`src/rtl/axi_err_slave.sv`:
```
// AXI4 default/error slave for the interconnect decoder miss port: accepts any
// burst, discards write data, and answers every transfer with a fixed error code.
module axi_err_slave #(
  parameter int              ID_W       = 8,
  parameter int              ADDR_W     = 32,
  parameter int              DATA_W     = 32,
  parameter int              LEN_W      = 8,
  parameter int              SIZE_W     = 3,
  parameter logic [1:0]      RESP       = 2'b11,
  parameter logic [DATA_W-1:0] RDATA_FILL = '0,
  parameter int              CNT_W      = 16
) (
  input  logic                ACLK,
  input  logic                ARESETn,
  input  logic [ID_W-1:0]     AWID,
  input  logic [ADDR_W-1:0]   AWADDR,
  input  logic [LEN_W-1:0]    AWLEN,
  input  logic [SIZE_W-1:0]   AWSIZE,
  input  logic [1:0]          AWBURST,
  input  logic                AWVALID,
  output logic                AWREADY,
  input  logic [DATA_W-1:0]   WDATA,
  input  logic [DATA_W/8-1:0] WSTRB,
  input  logic                WLAST,
  input  logic                WVALID,
  output logic                WREADY,
  output logic [ID_W-1:0]     BID,
  output logic [1:0]          BRESP,
  output logic                BVALID,
  input  logic                BREADY,
  input  logic [ID_W-1:0]     ARID,
  input  logic [ADDR_W-1:0]   ARADDR,
  input  logic [LEN_W-1:0]    ARLEN,
  input  logic [SIZE_W-1:0]   ARSIZE,
  input  logic [1:0]          ARBURST,
  input  logic                ARVALID,
  output logic                ARREADY,
  output logic [ID_W-1:0]     RID,
  output logic [DATA_W-1:0]   RDATA,
  output logic [1:0]          RRESP,
  output logic                RLAST,
  output logic                RVALID,
  input  logic                RREADY,
  output logic [CNT_W-1:0]    wr_err_cnt,
  output logic [CNT_W-1:0]    rd_err_cnt
);

  typedef enum logic [1:0] {W_IDLE = 2'd0, W_DATA = 2'd1, W_RESP = 2'd2} w_state_t;
  typedef enum logic       {R_IDLE = 1'b0, R_DATA = 1'b1} r_state_t;

  localparam logic [CNT_W-1:0] CNT_ONE  = {{(CNT_W-1){1'b0}}, 1'b1};
  localparam logic [CNT_W-1:0] CNT_MAX  = {CNT_W{1'b1}};
  localparam logic [LEN_W-1:0] BEAT_ONE = {{(LEN_W-1){1'b0}}, 1'b1};

  function automatic logic [CNT_W-1:0] sat_inc(input logic [CNT_W-1:0] v);
    if (v == CNT_MAX) return v;
    else              return v + CNT_ONE;
  endfunction

  w_state_t         w_state_r, w_state_s;
  r_state_t         r_state_r, r_state_s;
  logic             en_r;
  logic [ID_W-1:0]  bid_r, rid_r;
  logic [LEN_W-1:0] len_r, beat_r;
  logic [CNT_W-1:0] wr_cnt_r, rd_cnt_r;
  logic             aw_hs_s, w_hs_s, b_hs_s, ar_hs_s, r_hs_s, r_last_s;
  logic             unused_s;

  // Address/size/burst fields and write payload are accepted but never used.
  assign unused_s = ^{AWADDR, AWLEN, AWSIZE, AWBURST, WDATA, WSTRB,
                      ARADDR, ARSIZE, ARBURST};

  assign AWREADY    = en_r && (w_state_r == W_IDLE);
  assign WREADY     = (w_state_r == W_DATA);
  assign BVALID     = (w_state_r == W_RESP);
  assign BID        = bid_r;
  assign BRESP      = RESP;
  assign ARREADY    = en_r && (r_state_r == R_IDLE);
  assign RVALID     = (r_state_r == R_DATA);
  assign RID        = rid_r;
  assign RDATA      = RDATA_FILL;
  assign RRESP      = RESP;
  assign r_last_s   = (r_state_r == R_DATA) && (beat_r == len_r);
  assign RLAST      = r_last_s;
  assign wr_err_cnt = wr_cnt_r;
  assign rd_err_cnt = rd_cnt_r;

  assign aw_hs_s = AWVALID && AWREADY;
  assign w_hs_s  = WVALID && WREADY;
  assign b_hs_s  = BVALID && BREADY;
  assign ar_hs_s = ARVALID && ARREADY;
  assign r_hs_s  = RVALID && RREADY;

  // Write FSM next state: a burst ends only on WLAST.
  always_comb begin
    w_state_s = w_state_r;
    case (w_state_r)
      W_IDLE:  if (aw_hs_s)          w_state_s = W_DATA; else w_state_s = W_IDLE;
      W_DATA:  if (w_hs_s && WLAST)  w_state_s = W_RESP; else w_state_s = W_DATA;
      W_RESP:  if (b_hs_s)           w_state_s = W_IDLE; else w_state_s = W_RESP;
      default: w_state_s = W_IDLE;
    endcase
  end

  // Read FSM next state: leaves R_DATA on the accepted final beat.
  always_comb begin
    r_state_s = r_state_r;
    case (r_state_r)
      R_IDLE:  if (ar_hs_s)             r_state_s = R_DATA; else r_state_s = R_IDLE;
      R_DATA:  if (r_hs_s && r_last_s)  r_state_s = R_IDLE; else r_state_s = R_DATA;
      default: r_state_s = R_IDLE;
    endcase
  end

  // Write-side registers; en_r keeps the address channels closed for one cycle after reset.
  always_ff @(posedge ACLK) begin
    if (!ARESETn) begin
      en_r      <= 1'b0;
      w_state_r <= W_IDLE;
      bid_r     <= '0;
      wr_cnt_r  <= '0;
    end else begin
      en_r      <= 1'b1;
      w_state_r <= w_state_s;
      if (aw_hs_s) bid_r <= AWID;
      if (b_hs_s)  wr_cnt_r <= sat_inc(wr_cnt_r);
    end
  end

  // Read-side registers; beat_r is LEN_W wide so the longest burst never wraps early.
  always_ff @(posedge ACLK) begin
    if (!ARESETn) begin
      r_state_r <= R_IDLE;
      rid_r     <= '0;
      len_r     <= '0;
      beat_r    <= '0;
      rd_cnt_r  <= '0;
    end else begin
      r_state_r <= r_state_s;
      if (ar_hs_s) begin
        rid_r  <= ARID;
        len_r  <= ARLEN;
        beat_r <= '0;
      end else if (r_hs_s && !r_last_s) begin
        beat_r <= beat_r + BEAT_ONE;
      end
      if (r_hs_s && r_last_s) rd_cnt_r <= sat_inc(rd_cnt_r);
    end
  end

endmodule
```
`config.mk`:
```
export PLATFORM = sky130hd
export DESIGN_NAME = axi_err_slave
export DESIGN_NICKNAME = d
export VERILOG_FILES = /design/src/rtl/axi_err_slave.sv
export SDC_FILE = /design/constraint.sdc
export NUM_CORES = 1
export LEC_CHECK = 0
export CAP_MARGIN = 20
export CORE_MARGIN = 2
export CORE_UTILIZATION = 35
export CTS_CLUSTER_DIAMETER = 150
export DETAILED_ROUTE_END_ITERATION = 7
export PLACE_DENSITY = 0.89
export SLEW_MARGIN = 30
export SYNTH_ARGS = -nofsm -noshare
export SYNTH_HDL_FRONTEND = slang
export SYNTH_SLANG_ARGS = --single-unit
```
`constraint.sdc`:
```
create_clock -name ACLK -period 2.25 [get_ports ACLK]
set_input_delay 0.45 -clock ACLK [delete_from_list [all_inputs] [get_ports ACLK]]
set_output_delay 0.45 -clock ACLK [all_outputs]
set_load 0.005 [all_outputs]
```
==> out/metrics.csv <==
metric;value;unit
top cell type's share of synthesized area;40.7;%
RD Place Congestion;0.918;
Crit path required time;2520;ps
endpoints failing setup;0;
I/O Pins;240;
max incr delay on CP;630;ps
headroom to the max-slew limit;54.5;%
post-synthesis sequential area ratio;40.7;%
Pins Over Slew Limit;0;
wire per inst;12.9;um
switch share;23.7;%
CP startpoint kind;flop;
Mapped Cells;409;
largest cells by area after synthesis;dfxtp_1, buf_4, nand2_1;
r2r setup slk;30;ps
routed wire length;8390;um
area growth from synthesis to layout;36.0;%
Max Fclk;0.450;GHz
critical path data arrival time;2490;ps
Crit. End Element;flop;
I/O Buffers;85;
Clock Sinks;68;
Skew-Pair Late Insertion Delay;340;ps
first-pass GRT wire length;13400;um
library cells used by synthesis;45;
Die ar.;0.0104;mm^2
placed insts;631;
Leak;0.00161;uW
Fill cells;843;
post-synthesis cell area;0.00335;mm^2
largest net degree at the start of global routing;23;
drt pass-1 iters;4;
total CTS buffers;9;
CTS tree;done;
crit-path max FO;22;
top_reg_cell synth;dfxtp_1;
initial DRC count;101;
vias in the first global route;2985;
Via Count;3246;
Tmin final;2220;ps
endpoints failing hold;0;
total gr overflow;0;
Seq cells post-synth;68;
synth warn;0;
Logic pwr share;11.0;%
H-Tree Level Count;3;
fraction of layout cells with a size suffix above 1;10.6;%
Flop pwr share;51.1;%
Tot GR Track Use;16.3;%
Synth area leader;dfxtp_1;
HP Class;reg2reg;
fin nets;667;
peak supply drop;0.246;mV
Mapped Avg Cell Area;8.18;um^2
initial core utilization;36.2;%
final worst clock skew;9.57;ps
Max Buffers Root-to-Sink;2;
P_sw;580;uW
Post-synth EDFFs;0;
Setup TNS;0;ps
top cells by count, synth;nand2_1, dfxtp_1, a21oi_1;
Worst Setup Path Type;reg2reg;
status;finished clean;
Core ar.;0.00924;mm^2
Pwr per Cell Area;537;mW/mm^2
Chip Width;102;um
Final Cell Area;0.00455;mm^2
clk root buf;clkbuf_8;
most common cell in the netlist;nand2_1;
Post-DP Area;0.00433;mm^2
DRT antenna net count;0;
initial antenna violation count;0;
# rows;35;
FFs w/ async S/R, synth;0;%
Final Non-Filler Cells;648;
drt via density;5.01;
fraction of the cycle the final worst path needs;98.8;%
crit-path most repeated cell;buf_4;
crit-path cells;xnor2_1 > nand4_1 > buf_4 > buf_4 > or4_4 > or4_1 > a21oi_1;
height of the die;102;um
antenna cell count;0;
slowest cell on the critical path;or4_4;
clock power share;37.8;%
max_cap viols;0;
Reg clk slew, reported paths;70;ps
actual slew at the worst max-slew pin;672;ps
DRC violations left;0;
internal power;1860;uW
unrepaired setup endpoints after global routing;true;
DP Wirelength;6280;um
[state kept, by name (all words and copies together), names as in the netlist]
| name | flops |
|---|---|
| BID | 8 |
| RID | 8 |
| RVALID | 1 |
| beat_r | 8 |
| en_r | 1 |
| len_r | 8 |
| rd_err_cnt | 16 |
| w_state_r | 2 |
| wr_err_cnt | 16 |
[layer usage]
metal / GRT usage [%] / share of wire (%) / up-vias
met1: 20.0 / 42 / 1511
met4: 7.38 / 2.5 / 0
met2: 26.8 / 48 / 143
met5: 0 / 0 / -
met3: 4.28 / 7.7 / 22
li1: - / - / 1570
[kinds of logic after synthesis]
family | Yosys count | synth area share (%)
other cells | 2 | 0.224
flops | 68 | 40.7
buf+inv | 57 | 10.7
simple gates | 174 | 25.3
xor+xnor | 23 | 7.14
fa+ha+maj | 3 | 1.12
mux | 3 | 0.897
compound gates | 79 | 13.9
[through the flow]
step | total power, uW | setup WS (ps) | utilization (%) | hold slack (ps)
floorplan | 1430 | 369 | - | 450
global placement | 1530 | -104 | 46.9 | 442
detailed placement | 1540 | -127 | 46.9 | 448
CTS | 2470 | 9.45 | 49.0 | 456
global route | 2560 | -44.5 | 49.2 | 475
finish | 2440 | 26.9 | 49.2 | 456
[power groups by stage]
stage | registers [uW] | clock network, uW | logic (uW)
4_1_cts | 1250 | 953 | 266
2_1_floorplan | 1280 | 0 | 154
6_report | 1250 | 925 | 269
5_1_grt | 1250 | 1010 | 294
3_5_place_dp | 1280 | 0 | 261
3_3_place_gp | 1270 | 0 | 253
[cells in the final DEF, fill, tap and decap left out, types with 2 or more instances in the layout]
| master | count |
|---|---|
| or3_1 | 14 |
| inv_1 | 6 |
| a21oi_1 | 42 |
| nand3_1 | 14 |
| and2_1 | 3 |
| o41ai_1 | 2 |
| nand2_1 | 72 |
| nor3_1 | 3 |
| clkbuf_1 | 3 |
| o31ai_1 | 3 |
| or4_1 | 4 |
| nor4_1 | 7 |
| nand4_1 | 13 |
| nor2_1 | 25 |
| o21ai_0 | 18 |
| conb_1 | 36 |
| buf_4 | 24 |
| and3_1 | 5 |
| nor3b_1 | 3 |
| nor2b_1 | 3 |
| dfxtp_2 | 5 |
| clkdlybuf4s50_1 | 84 |
| mux2i_1 | 3 |
| nand3b_1 | 2 |
| dfxtp_1 | 63 |
| xnor2_1 | 12 |
| xnor2_2 | 7 |
| xor2_1 | 4 |
| a211oi_1 | 3 |
| ha_1 | 3 |
| clkbuf_8 | 12 |
[area by class of cell]
cell class / instances / area [um^2] / share of cell area, %
inverter: 8 / 30.0 / 0.660
sequential: 68 / 1370 / 30.1
tap: 129 / 161 / 3.55
clock inverter: 1 / 5.00 / 0.110
timing repair buffer: 109 / 1030 / 22.6
clock buffer: 15 / 176 / 3.88
multi-input combinational: 318 / 1780 / 39.1
[what timing repair did]
| item | 4_1_cts | 5_1_grt |
|---|---|---|
| hold buffers | 0 | 0 |
| endpoints found under the setup margin | 1 | 8 |
| setup buffers | 1 | 0 |
| pin swaps | 3 | 1 |
| resized for setup | 8 | 3 |
[worst max-delay path: cells and delay by family, from the launching register on]
kind                   cells  cell delay, ps
flip-flops                 1             340
AND/OR/NAND/NOR            3            1220
XOR/XNOR                   1             170
buffers and inverters      2             290
AO/OA/AOI/OAI              1             150
[worst paths after layout]
check	startpoint	endpoint	cells past startpoint
setup reg to reg	beat_r[3]	rd_err_cnt[7]	7
hold reg to reg	RID[0]	RID[0]	2
hold / removal	RID[0]	RID[0]	2
setup / recovery	beat_r[3]	rd_err_cnt[7]	7
(Power assumes the default switching activity.)
==> RTL edit: new RTL, same settings <==
Put one more register stage on the output `rd_err_cnt`, without a reset. The value now appears one clock later. The other outputs are not delayed to match.
--- a/src/rtl/axi_err_slave.sv
+++ b/src/rtl/axi_err_slave.sv
@@ -85,3 +85,5 @@
   assign wr_err_cnt = wr_cnt_r;
-  assign rd_err_cnt = rd_cnt_r;
+  always_ff @(posedge ACLK) begin
+    rd_err_cnt <= rd_cnt_r;
+  end
 
Function: changed (a bounded check fails within 4 cycles, from zero or initial values and one cycle with ARESETn low).
==> RTL edit against the unedited design <==
  * Cell area is 6.7% higher
  * First-iteration DRC count is 100% higher
  * Sequential cell count is 16 higher
  * Via count is 2.9% higher
  * Setup slack better by 0.0072 ns
  * Register-to-register slack better by 0.09 ns
  * Clock power is 16% higher
  * Wire length is 7.5% higher
  * Power is 17% higher
  * Synthesized cell count is 5.4% higher
  * Area after synthesis is 8.6% higher
  * Critical endpoint is now rd_cnt_r[4]
  * Largest cell class unchanged
  * Highest routed layer unchanged
==> RTL edit: results (changes against the unedited design) <==
Status
  • Run status: finished, final reports clean

Placement
  • Placed cell area: 4547 sq um (+5.0%)
  • Placed cell count: 647 (+2.5%)
  • Place WS: -0.2828 ns (-0.1563 ns)
  • HPWL Detailed: 6509 um (+3.6%)

Logic synthesis
  • Avg Cell Area, Syn: 8.436 sq um (+3.1%)
  • Yosys cell types: 39 (-13%)
  • Adder-cell area share of the yosys netlist: 0.01032 (-0.0008915)
  • Mux contribution to synthesized area: 0.01101 (+0.002040)
  • Post-Synth XOR/XNOR Area: 0.04336 (-0.02804)

Final layout
  • Design area: 4856 sq um (+6.7%)
  • Clock Buffer Count: 9 (-6)
  • Non-CTS buffers: 100 (-8.3%)
  • Comb_multi_in: 324 (+1.9%)
  • Fill count: 976 (+16%)
  • Number of non-clock inverters: 6 (-2)

Route
  • Per-cell routed wire length: 13.54 um (+4.6%)
  • Final wirelength: 9019 um (+7.5%)
  • DRT iter0 DRCs: 205 (+100%)

Die
  • Total core area: 10180 sq um (+10%)

Pwr
  • Comb group: 0.000252 W (-6%)
  • Worst VDD drop: 469.0 uV (+91%)
  • P_leak: 1.690 nW (+4.7%)
  • Clk pwr share: 0.376 (-0.002)

Hold path
  • Hold path depth: 0 (-2)

Timing
  • Worst slew margin: 0.6458 (+0.1006)

Setup path
  • R2R cell count: 6 (-1)

CTS
  • Worst-path clk slew: 0.09 ns (+0.02 ns)

GRT
  • Vias in the first global route: 3109 (+4.2%)
  • Largest net degree at the start of global routing: 28 (+22%)
  • First-pass GRT wire length: 14010 um (+4.2%)
[RTL edit: changes by cell type after synthesis, sizes merged, moves of 5 or more]
cell / delta
xnor2: -9
a21oi: +5
or4: +5
clkbuf: +5
dfxtp: +16
nand2: +7
o31ai: +8
[RTL edit: routing by layer]
metal	global-route usage	part of all wire	vias to the layer above
li1	-	-	1619
met2	0.2571	0.48	161
met5	0	0	-
met4	0.04605	0.014	0
met3	0.06131	0.097	17
met1	0.1833	0.41	1544
[RTL edit: final timing paths]
kind               startpoint       endpoint  slack [ns]
setup / recovery       RREADY    rd_cnt_r[4]        0.03
hold / removal    rd_cnt_r[7]  rd_err_cnt[7]        0.39
hold reg to reg   rd_cnt_r[7]  rd_err_cnt[7]        0.39
setup reg to reg  rd_cnt_r[0]   rd_cnt_r[10]        0.12
[RTL edit: what timing repair did]
action,in CTS,in global routing
pin swaps,1,3
gates cloned,0,2
endpoints found under the setup margin,1,11
resized for setup,4,17
hold endpoints to repair,0,0
buffers inserted,1,0
